--- src/rtl/riscv_definitions_pkg.sv ---
// Shared RISC-V datapath types for the load/store and writeback stage.
// Latency: none (types and pure functions only).
// Backpressure: not applicable.
package riscv_definitions;

    typedef logic [4:0] regAddr_t;
    typedef logic [3:0] byteEn_t;

    typedef union packed {
        logic [31:0]       word;
        logic [1:0][15:0]  half;
        logic [3:0][7:0]   bytes;
    } dataBus_u;

    typedef enum logic [2:0] {
        LB  = 3'b000,
        LH  = 3'b001,
        LW  = 3'b010,
        LBU = 3'b100,
        LHU = 3'b101
    } mem_size_e;

    typedef enum logic [1:0] {
        IDLE = 2'd0,
        REQ  = 2'd1,
        WAIT = 2'd2
    } lsu_state_e;

    // Halfword accesses need an even address, word accesses a 4-byte aligned one.
    function automatic logic is_misaligned(input logic [2:0] funct3, input logic [1:0] off);
        logic [1:0] sz;
        sz = funct3[1:0];
        return ((sz == 2'b01) && off[0]) || ((sz == 2'b10) && (off != 2'b00));
    endfunction

    // Loads allow B/H/W/BU/HU; stores only B/H/W.
    function automatic logic is_unsupported(input logic is_load, input logic [2:0] funct3);
        if (is_load)
            return (funct3 == 3'b011) || (funct3 == 3'b110) || (funct3 == 3'b111);
        return funct3 >= 3'b011;
    endfunction

endpackage

--- src/rtl/lsu_writeback_load_align.sv ---
// Aligns a read word to the addressed byte lane and sign/zero-extends it.
// Latency: combinational.
// Backpressure: none.
module lsu_load_align
    import riscv_definitions::*;
(
    input  dataBus_u    rdata,
    input  logic [1:0]  off,
    input  logic [2:0]  funct3,
    output dataBus_u    data
);

    logic [31:0] shifted;

    // Shift the addressed byte down to lane 0, then extend to the access size.
    always_comb begin
        shifted   = rdata.word >> {off, 3'b000};
        data.word = shifted;
        case (funct3)
            3'b000:  data.word = {{24{shifted[7]}}, shifted[7:0]};
            3'b001:  data.word = {{16{shifted[15]}}, shifted[15:0]};
            3'b100:  data.word = {24'h0, shifted[7:0]};
            3'b101:  data.word = {16'h0, shifted[15:0]};
            default: data.word = shifted;
        endcase
    end

endmodule

--- src/rtl/lsu_writeback.sv ---
// Load/store + writeback stage: runs the dmem req/gnt/rvalid handshake and drives the regfile write port.
// Latency: ALU writeback 1 cycle; memory ops 1 cycle to request, write/exception 1 cycle after rvalid.
// Backpressure: ex_ready low while a memory transaction is in REQ or WAIT; clk_en low freezes everything.
module lsu_writeback
    import riscv_definitions::*;
#(
    parameter int RSP_TIMEOUT = 64
) (
    input  logic        clk,
    input  logic        clk_en,
    input  logic        rst_n,
    input  logic        ex_valid,
    output logic        ex_ready,
    input  logic        ex_is_load,
    input  logic        ex_is_store,
    input  logic [2:0]  ex_funct3,
    input  logic [31:0] ex_addr,
    input  dataBus_u    ex_store_data,
    input  regAddr_t    ex_rd_addr,
    input  logic        ex_rd_wr,
    input  dataBus_u    ex_alu_result,
    output logic        dmem_req,
    output logic        dmem_we,
    output byteEn_t     dmem_be,
    output logic [31:0] dmem_addr,
    output logic [31:0] dmem_wdata,
    input  logic        dmem_gnt,
    input  logic        dmem_rvalid,
    input  logic [31:0] dmem_rdata,
    input  logic        dmem_err,
    output regAddr_t    rd0_addr,
    output logic        rd0_wr_en,
    output dataBus_u    rd0_data,
    output logic        misalign_exc,
    output logic        access_fault,
    output logic [31:0] exc_addr
);

    localparam int CW = $clog2(RSP_TIMEOUT);

    lsu_state_e  state, state_nxt;
    logic [CW-1:0] cnt;

    // Operation captured at accept time, used when the response returns.
    logic        op_load;
    logic [2:0]  op_f3;
    logic [1:0]  op_off;
    regAddr_t    op_rd;
    logic [31:0] op_addr;

    logic        start, done, timeout;
    logic        wb_fire, mis_fire, flt_fire;
    regAddr_t    wb_addr;
    logic [31:0] wb_data, flt_addr;
    byteEn_t     st_be;
    logic [31:0] st_wdata;
    dataBus_u    load_data;

    lsu_load_align u_align (
        .rdata  (dataBus_u'(dmem_rdata)),
        .off    (op_off),
        .funct3 (op_f3),
        .data   (load_data)
    );

    assign ex_ready = (state == IDLE);
    assign dmem_req = (state == REQ);
    assign done     = dmem_rvalid && ((state == WAIT) || ((state == REQ) && dmem_gnt));
    assign timeout  = (state != IDLE) && !done && (cnt == CW'(RSP_TIMEOUT - 1));

    // Store lane steering: replicate the datum across lanes, enable only the addressed bytes.
    always_comb begin
        st_be    = 4'b1111;
        st_wdata = 32'h0;
        if (ex_is_store) begin
            case (ex_funct3[1:0])
                2'b00: begin
                    st_be    = 4'b0001 << ex_addr[1:0];
                    st_wdata = {4{ex_store_data.bytes[0]}};
                end
                2'b01: begin
                    st_be    = 4'b0011 << ex_addr[1:0];
                    st_wdata = {2{ex_store_data.half[0]}};
                end
                default: begin
                    st_be    = 4'b1111;
                    st_wdata = ex_store_data.word;
                end
            endcase
        end
    end

    // Next-state and single-cycle event decode; at most one of wb/mis/flt per cycle.
    always_comb begin
        state_nxt = state;
        start     = 1'b0;
        wb_fire   = 1'b0;
        mis_fire  = 1'b0;
        flt_fire  = 1'b0;
        wb_addr   = op_rd;
        wb_data   = load_data.word;
        flt_addr  = op_addr;
        case (state)
            IDLE: begin
                if (ex_valid) begin
                    if (!ex_is_load && !ex_is_store) begin
                        wb_fire = ex_rd_wr && (ex_rd_addr != 5'd0);
                        wb_addr = ex_rd_addr;
                        wb_data = ex_alu_result.word;
                    end else if (is_misaligned(ex_funct3, ex_addr[1:0])) begin
                        mis_fire = 1'b1;
                        flt_addr = ex_addr;
                    end else if (is_unsupported(ex_is_load, ex_funct3)) begin
                        flt_fire = 1'b1;
                        flt_addr = ex_addr;
                    end else begin
                        start     = 1'b1;
                        state_nxt = REQ;
                    end
                end
            end
            REQ, WAIT: begin
                if (done) begin
                    state_nxt = IDLE;
                    flt_fire  = dmem_err;
                    wb_fire   = !dmem_err && op_load && (op_rd != 5'd0);
                end else if (state == REQ && dmem_gnt) begin
                    state_nxt = WAIT;
                end else if (timeout) begin
                    state_nxt = IDLE;
                    flt_fire  = 1'b1;
                end
            end
            default: state_nxt = IDLE;
        endcase
    end

    // State register; reset abandons any in-flight transaction.
    always_ff @(posedge clk or negedge rst_n) begin
        if (!rst_n)
            state <= IDLE;
        else if (clk_en)
            state <= state_nxt;
    end

    // Response timeout counter, live only while a transaction is outstanding.
    always_ff @(posedge clk or negedge rst_n) begin
        if (!rst_n)
            cnt <= '0;
        else if (clk_en)
            cnt <= (state_nxt == IDLE || start) ? '0 : cnt + 1'b1;
    end

    // Capture the operation and the registered bus request on accept; held stable until gnt.
    always_ff @(posedge clk or negedge rst_n) begin
        if (!rst_n) begin
            op_load    <= 1'b0;
            op_f3      <= 3'b0;
            op_off     <= 2'b0;
            op_rd      <= 5'd0;
            op_addr    <= 32'h0;
            dmem_we    <= 1'b0;
            dmem_be    <= 4'b0;
            dmem_addr  <= 32'h0;
            dmem_wdata <= 32'h0;
        end else if (clk_en && start) begin
            op_load    <= ex_is_load;
            op_f3      <= ex_funct3;
            op_off     <= ex_addr[1:0];
            op_rd      <= ex_rd_addr;
            op_addr    <= ex_addr;
            dmem_we    <= !ex_is_load;
            dmem_be    <= st_be;
            dmem_addr  <= {ex_addr[31:2], 2'b00};
            dmem_wdata <= st_wdata;
        end
    end

    // Registered writeback port and exception pulses; exc_addr holds until the next fault.
    always_ff @(posedge clk or negedge rst_n) begin
        if (!rst_n) begin
            rd0_wr_en    <= 1'b0;
            rd0_addr     <= 5'd0;
            rd0_data     <= '0;
            misalign_exc <= 1'b0;
            access_fault <= 1'b0;
            exc_addr     <= 32'h0;
        end else if (clk_en) begin
            rd0_wr_en    <= wb_fire;
            misalign_exc <= mis_fire;
            access_fault <= flt_fire;
            if (wb_fire) begin
                rd0_addr      <= wb_addr;
                rd0_data.word <= wb_data;
            end
            if (mis_fire || flt_fire)
                exc_addr <= flt_addr;
        end
    end

endmodule
--- config.mk ---
export PLATFORM = sky130hd
export DESIGN_NAME = lsu_writeback
export DESIGN_NICKNAME = d
export VERILOG_FILES = /design/src/rtl/riscv_definitions_pkg.sv /design/src/rtl/lsu_writeback_load_align.sv /design/src/rtl/lsu_writeback.sv
export SDC_FILE = /design/constraint.sdc
export NUM_CORES = 1
export LEC_CHECK = 0
export ABC_AREA = 1
export CAP_MARGIN = 20
export CORE_AREA = 2 2 157 159
export DETAILED_ROUTE_END_ITERATION = 7
export DIE_AREA = 0 0 159 161
export SYNTH_ARGS = -nofsm -noshare
export SYNTH_HDL_FRONTEND = slang
export SYNTH_SLANG_ARGS = --single-unit
--- constraint.sdc ---
create_clock -name clk -period 2.4 [get_ports clk]
set_clock_uncertainty 0.1 [all_clocks]
set_input_delay 0.48 -clock clk [delete_from_list [all_inputs] [get_ports clk]]
set_output_delay 0.48 -clock clk [all_outputs]
set_load 0.02 [all_outputs]
### Word level (Yosys, flattened, before mapping)

Cells that the tools add are included.

| storage, ports and cells | value |
|---|---|
| word-level logic and storage cells | 122 |
| bits in writable memories | 0 |
| flip-flop bits (word level) | 190 |
| bits in latches | 0 |
| memories kept | 0 |
| output and inout port bits | 143 |
| input port bits | 146 |
| ROM bits | 0 |

| operators by class | value |
|---|---|
| shifts and indexed selects | 3 |
| $mul | 0 |
| add/subtract/negate cells | 1 |
| muxes and demuxes | 57 |
| reductions and logical operators | 32 |
| divide/modulo/power cells | 0 |
| bitwise logic cells | 0 |
| magnitude comparators | 1 |
| equality and inequality tests | 11 |

Operators by type and width:

| cell | number |
|---|---|
| two-way mux 32 bit | 9 |
| case mux 32 bit (4 select lines) | 1 |
| case mux 32 bit (2 select lines) | 1 |
| right shift 32 x 5 -> 32 bit | 1 |
| two-way mux 1 bit | 30 |
| two-way mux 5 bit | 3 |
| two-way mux 2 bit | 7 |
| equality test 3 bit (second input constant) | 4 |
| logical AND 1 bit | 11 |
| nonzero test 5 bit | 2 |
| case mux 4 bit (2 select lines) | 1 |
| adder 6 x 1 -> 6 bit (second input constant) | 1 |
| equality test 6 bit (second input constant) | 1 |
| zero test 2 bit | 3 |
| logical OR 1 bit | 6 |
| two-way mux 6 bit | 1 |
| equality test 2 x 1 -> 1 bit (second input constant) | 2 |
| equality test 2 bit (second input constant) | 2 |
| zero test 1 bit | 4 |
| two-way mux 4 bit | 1 |
| case mux 1 bit (2 select lines) | 2 |
| case mux 2 bit (2 select lines) | 1 |
| AND reduction 2 bit | 2 |
| nonzero test 2 bit | 2 |
| other kinds (7) | 7 |

### Depth between registers and ports, before layout

| depth | value |
|---|---|
| depth after elaboration | 20 |
| gate-level depth with buffers | 12 |

### Modules after synthesis

A second synthesis with hierarchy kept.

| second synthesis, totals | value |
|---|---|
| cells, all modules | 1050 |
| area total of the unflattened synthesis | 8476.9 µm² |

By module, submodules not included:

| module | area an instance (µm²) | sequential area each (µm²) | times used | cells each |
|---|---|---|---|---|
| lsu_writeback | 7556.0 | 3953.8 | 1 | 892 |
| lsu_load_align | 920.9 | 0.0 | 1 | 158 |

### Worst setup path before layout

No wires, ideal clock.

| timing | value |
|---|---|
| path kind | register to register |
| from | register state[1] |
| to | register op_addr[23] |
| data required time | 2.170 ns |
| path buffers | 2 |
| arrival | 1.929 ns |
| setup time | 0.130 ns |
| cell stages (with the launch flop) | 12 |
| clock period less this slack | 2.160 ns |
| slack | 0.240 ns |
| cells stage by stage | dfrtp_1 > inv_1 > ha_1 > inv_2 > nor3_2 > nand3_2 > nor2_4 > inv_2 > buf_6 > buf_4 > nand2_1 > o21ai_1 |

| between the ends | value |
|---|---|
| cells in the longest elaborated chain, start to end | 3 |

RTL lines:

| item | RTL line | RTL |
|---|---|---|
| start, declared | lsu_writeback.sv:41 | `lsu_state_e state, state_nxt;` |
| start signal, assigned | lsu_writeback.sv:143 | `state <= state_nxt;` |
| zero test 2 bit | - |  |
| named net ex_ready | lsu_writeback.sv:13 | `output logic ex_ready,` |
| two-way mux 1 bit | lsu_writeback.sv:103 | `case (state)` |
| logical AND 1 bit | lsu_writeback.sv:166 | `end else if (clk_en && start) begin` |
| end signal, assigned | lsu_writeback.sv:171 | `op_addr <= ex_addr;` |
| end, declared | lsu_writeback.sv:49 | `logic [31:0] op_addr;` |

The timed path passes the listed nets, and every way through them passes these cells.
A chain may end at the register's enable or synchronous reset.

### Worst setup path after layout

| timing | value |
|---|---|
| from | register state[0] |
| to | register exc_addr[16] |

| between the ends | value |
|---|---|
| cells in the longest elaborated chain, start to end | 13 |
| elaborated cells on any way between the ends | 19 |

RTL lines:

| item | RTL line | RTL |
|---|---|---|
| equality test 2 x 1 -> 1 bit | lsu_writeback.sv:68, lsu_writeback.sv:103, lsu_writeback.sv:127 |  |
| logical AND 1 bit | lsu_writeback.sv:68, lsu_writeback.sv:127 |  |
| logical OR 1 bit | lsu_writeback.sv:68 | `assign done = dmem_rvalid && ((state == WAIT) \|\| ((state == REQ) && dmem_gnt));` |
| logical AND 1 bit | lsu_writeback.sv:68 |  |
| zero test 1 bit | lsu_writeback.sv:69 | `assign timeout = (state != IDLE) && !done && (cnt == CW'(RSP_TIMEOUT - 1));` |
| logical AND 1 bit (2 in series) | lsu_writeback.sv:69 |  |
| two-way mux 1 bit | lsu_writeback.sv:129 | `end else if (timeout) begin` |
| two-way mux 1 bit | lsu_writeback.sv:127 | `end else if (state == REQ && dmem_gnt) begin` |
| two-way mux 1 bit | lsu_writeback.sv:123 | `if (done) begin` |
| case mux 1 bit (2 select lines) | lsu_writeback.sv:103 |  |
| logical OR 1 bit | lsu_writeback.sv:196 | `if (mis_fire \|\| flt_fire)` |
| AND reduction 2 bit (no line) | - |  |
| end signal, assigned | lsu_writeback.sv:197 | `exc_addr <= flt_addr;` |
| end, declared | lsu_writeback.sv:36 | `output logic [31:0] exc_addr` |

Parallel ways exist; a longest one is shown, timed or not.

==> impl_metrics.ini <==
[outcome]
status = complete, no violations

[timing]
final_max_slew_viol_count = 0
slew_headroom_pct = 64.1
period_needed_ns = 2.27
holdWs_ns = 0.377
fin_crit_sh_pct = 94.7
fin_ws_ns = 0.127
fmax_mhz = 440
final_hold_viol_count = 0
tightest_slew_ns = 0.536
fin_setup_tns_ns = 0
setup_viol = 0

[pwr]
pwr-share-seq_pct = 31.5
pwr_density_cell_nw_per_um2 = 1210
power.switching_w = 0.00609
switching_share_pct = 41.4
intPower_w = 0.00863
leakagePower_nw = 5.68
power.share.clock_pct = 17.9
pwr-share-comb_pct = 50.6
irDropWorstVdd_mv = 0.590

[synthesis]
syn_avg_cell_area_sq_um = 7.73
yosys_warnings = 0
seq_area_frac_synth_pct = 48.0
netlist_area_sq_um = 8250
synth.distinct_cells = 34
ys_seq_elements = 158
synthCells = 1066

[critical_path]
reg2reg_to = exc_addr[16]$_DFFE_PN0P_
crit_path_start = state[0]$_DFFE_PN0P_
critPathMaxFanout = 22
reg2reg_from = state[0]$_DFFE_PN0P_
crit_arrival_ns = 2.48
worstRegToRegCells = 11
r2r_slack_ns = 0.13
critPathLaunchType = flop
crit_path_end = exc_addr[16]$_DFFE_PN0P_
critPathCaptureType = flop
setup.worst_path.class = flop to flop
crit_required_ns = 2.60

[drt]
drt_first_pass_iters = 7
drc = 0
vias = 8049
routed_via_density = 4.80
drt-initial-drc-count = 573
wl_per_cell_microns = 16.4
routed_wl_mm = 27.6
antenna_left = 0

[cells_and_area]
seqCellArea_sq_um = 3950
layout_common_cells = 339 x nand2_1, 283 x clkdlybuf4s50_1, 158 x dfrtp_1
syn2layout_area_growth_pct = 47.2
multiInputGateArea_sq_um = 3470
nets = 1490
final_layout_size_suffix_gt1_share_pct = 8.51
layout_commonest_cell = nand2_1
n_fill_cell = 2349
antenna_cells = 0

[die]
die_w_microns = 159
die_h_microns = 161
dieArea_sq_um = 25600
start_util_pct = 34.4
placeableCoreArea_sq_um = 24000
io_pins = 289
placementRows = 57

[clock_tree]
ctsRootBufferMaster = clkbuf_16
cts_tree = done
cts.sinks = 158
postCtsSetupBuffers = 0
cts-buffers-inserted = 17
htreeDepth = 4
clk_pin_slew_ns = 0.07
ctsLongestPathBuffers = 2
clk_latency_ns = 0.42

[placement]
gp_congestion = 0.857
io_buffers = 286
post-dp-hpwl_mm = 20.6
place_ws_ns = -0.0734

[global_route]
globalRouteOverflowTotal = 0
first_global_vias = 7790
grt.total_usage_pct = 21.3
grt_pass1_wl_mm = 42.9
grt_max_degree = 65
antenna_found_initial = 0

[hold_path]
whs_path_depth = 2
hold_class = flop to flop

[flow_run]
drv_cap = 0
per-stage QoR:
stage	area, sq um	total power (W)	util, %	std cells
finish	12100	0.0147	50.6	1676
global route	12100	0.0157	50.6	1676
CTS	12100	0.0149	50.6	1676
detailed placement	11500	0.0122	48.2	1643
global placement	11500	0.0121	48.2	1643
floorplan	8250	0.00884	-	1067
registers in the layout, indices dropped and copies added (netlist names), 2 cells and up:
name / count
dmem_wdata: 32
exc_addr: 32
rd0_data: 32
op_addr: 31
cnt: 6
op_rd: 5
rd0_addr: 5
dmem_be: 4
op_f3: 3
state: 2
per-layer routing:
layer	vias up	GRT usage [%]	wire, microns
li1	4002	-	-
met1	3741	28.2	12300
met2	276	34.7	13000
met3	30	5.32	1740
met4	0	6.32	507
met5	-	0	0
layout make-up:
class                      count  area share, %
clock buffer                  18           3.54
clock inverter                14           1.10
inverter                      67           2.07
multi-input combinational    747           28.6
sequential                   158           32.6
tap                          324           3.34
timing repair buffer         348           28.7
kinds of logic (layout without fill, tap and decap cells):
| logic type | count (synthesis) | count (layout) | share of synthesized area, % |
|---|---|---|---|
| compound gates | 213 | 213 | 14.3 |
| flops | 158 | 158 | 48.0 |
| simple gates | 522 | 522 | 26.3 |
| fa+ha+maj | 5 | 5 | 0.759 |
| buf+inv | 162 | 447 | 10.1 |
| other cells | 1 | 2 | 0.0455 |
| mux | 1 | 1 | 0.121 |
| xor+xnor | 4 | 4 | 0.425 |
what timing repair did:
action | CTS | global route
hold buffers | 1 | 0
hold endpoints to repair | 40 | 0
resized for setup | 1 | 5
setup endpoints to repair | 1 | 38
worst max-delay path, cell delays in order (launching register included):
cell     delay (ns)
dfrtp_1        0.41
inv_1          0.10
ha_1           0.25
inv_2          0.16
nand3_1        0.09
nor2_1         0.17
nand3_1        0.14
a21oi_2        0.23
o21ai_2        0.11
buf_4          0.23
nand3_1        0.10
nand2_1        0.07
power by group through the flow:
stage	sequential [W]	combinational (W)	clock [W]
after floorplan	0.00550	0.00334	0
after global placement	0.00465	0.00744	0
after detailed placement	0.00466	0.00750	0
after CTS	0.00464	0.00751	0.00271
after global routing	0.00479	0.00809	0.00283
final	0.00464	0.00746	0.00263
worst min path at each step:
| stage | to | slack, ns | from |
|---|---|---|---|
| after floorplan | access_fault$_DFFE_PN0P_ | 0.08 | rst_n |
| after global routing | dmem_be[0]$_DFFE_PN0P_ | 0.40 | dmem_be[0]$_DFFE_PN0P_ |
| after global placement | rd0_data[16]$_DFFE_PN0P_ | 0.36 | rst_n |
| final | rd0_data[21]$_DFFE_PN0P_ | 0.38 | rd0_data[21]$_DFFE_PN0P_ |
| after CTS | dmem_be[0]$_DFFE_PN0P_ | 0.38 | dmem_be[0]$_DFFE_PN0P_ |
| after detailed placement | dmem_be[0]$_DFFE_PN0P_ | 0.36 | dmem_be[0]$_DFFE_PN0P_ |
cell usage after synthesis:
cell type / count / area, sq um
clkbuf_1: 25 / 93.8
buf_6: 5 / 56.3
mux2i_1: 1 / 10.0
nand3_1: 97 / 485
o21ai_1: 31 / 155
clkinv_1: 1 / 3.75
inv_1: 59 / 221
nand2_1: 339 / 1270
o21bai_1: 1 / 7.51
buf_4: 44 / 330
nand3_2: 1 / 10.0
o21ai_2: 1 / 8.76
o22ai_1: 1 / 6.26
xnor2_1: 1 / 8.76
nand2_2: 3 / 18.8
nor3_2: 1 / 10.0
a31oi_1: 20 / 125
buf_2: 20 / 100
inv_2: 7 / 26.3
o211ai_1: 23 / 173
nor2_1: 67 / 251
ha_1: 5 / 62.6
nor4_1: 1 / 6.26
nand4_1: 2 / 12.5
buf_1: 1 / 3.75
nor3_1: 4 / 20.0
nor2_4: 5 / 56.3
o31ai_1: 9 / 67.6
a21oi_1: 25 / 125
o21ai_0: 102 / 510
nand2_4: 2 / 22.5
conb_1: 1 / 3.75
dfrtp_1: 158 / 3950
xor2_1: 3 / 26.3
No activity file was read; power rests on OpenSTA's default activity.
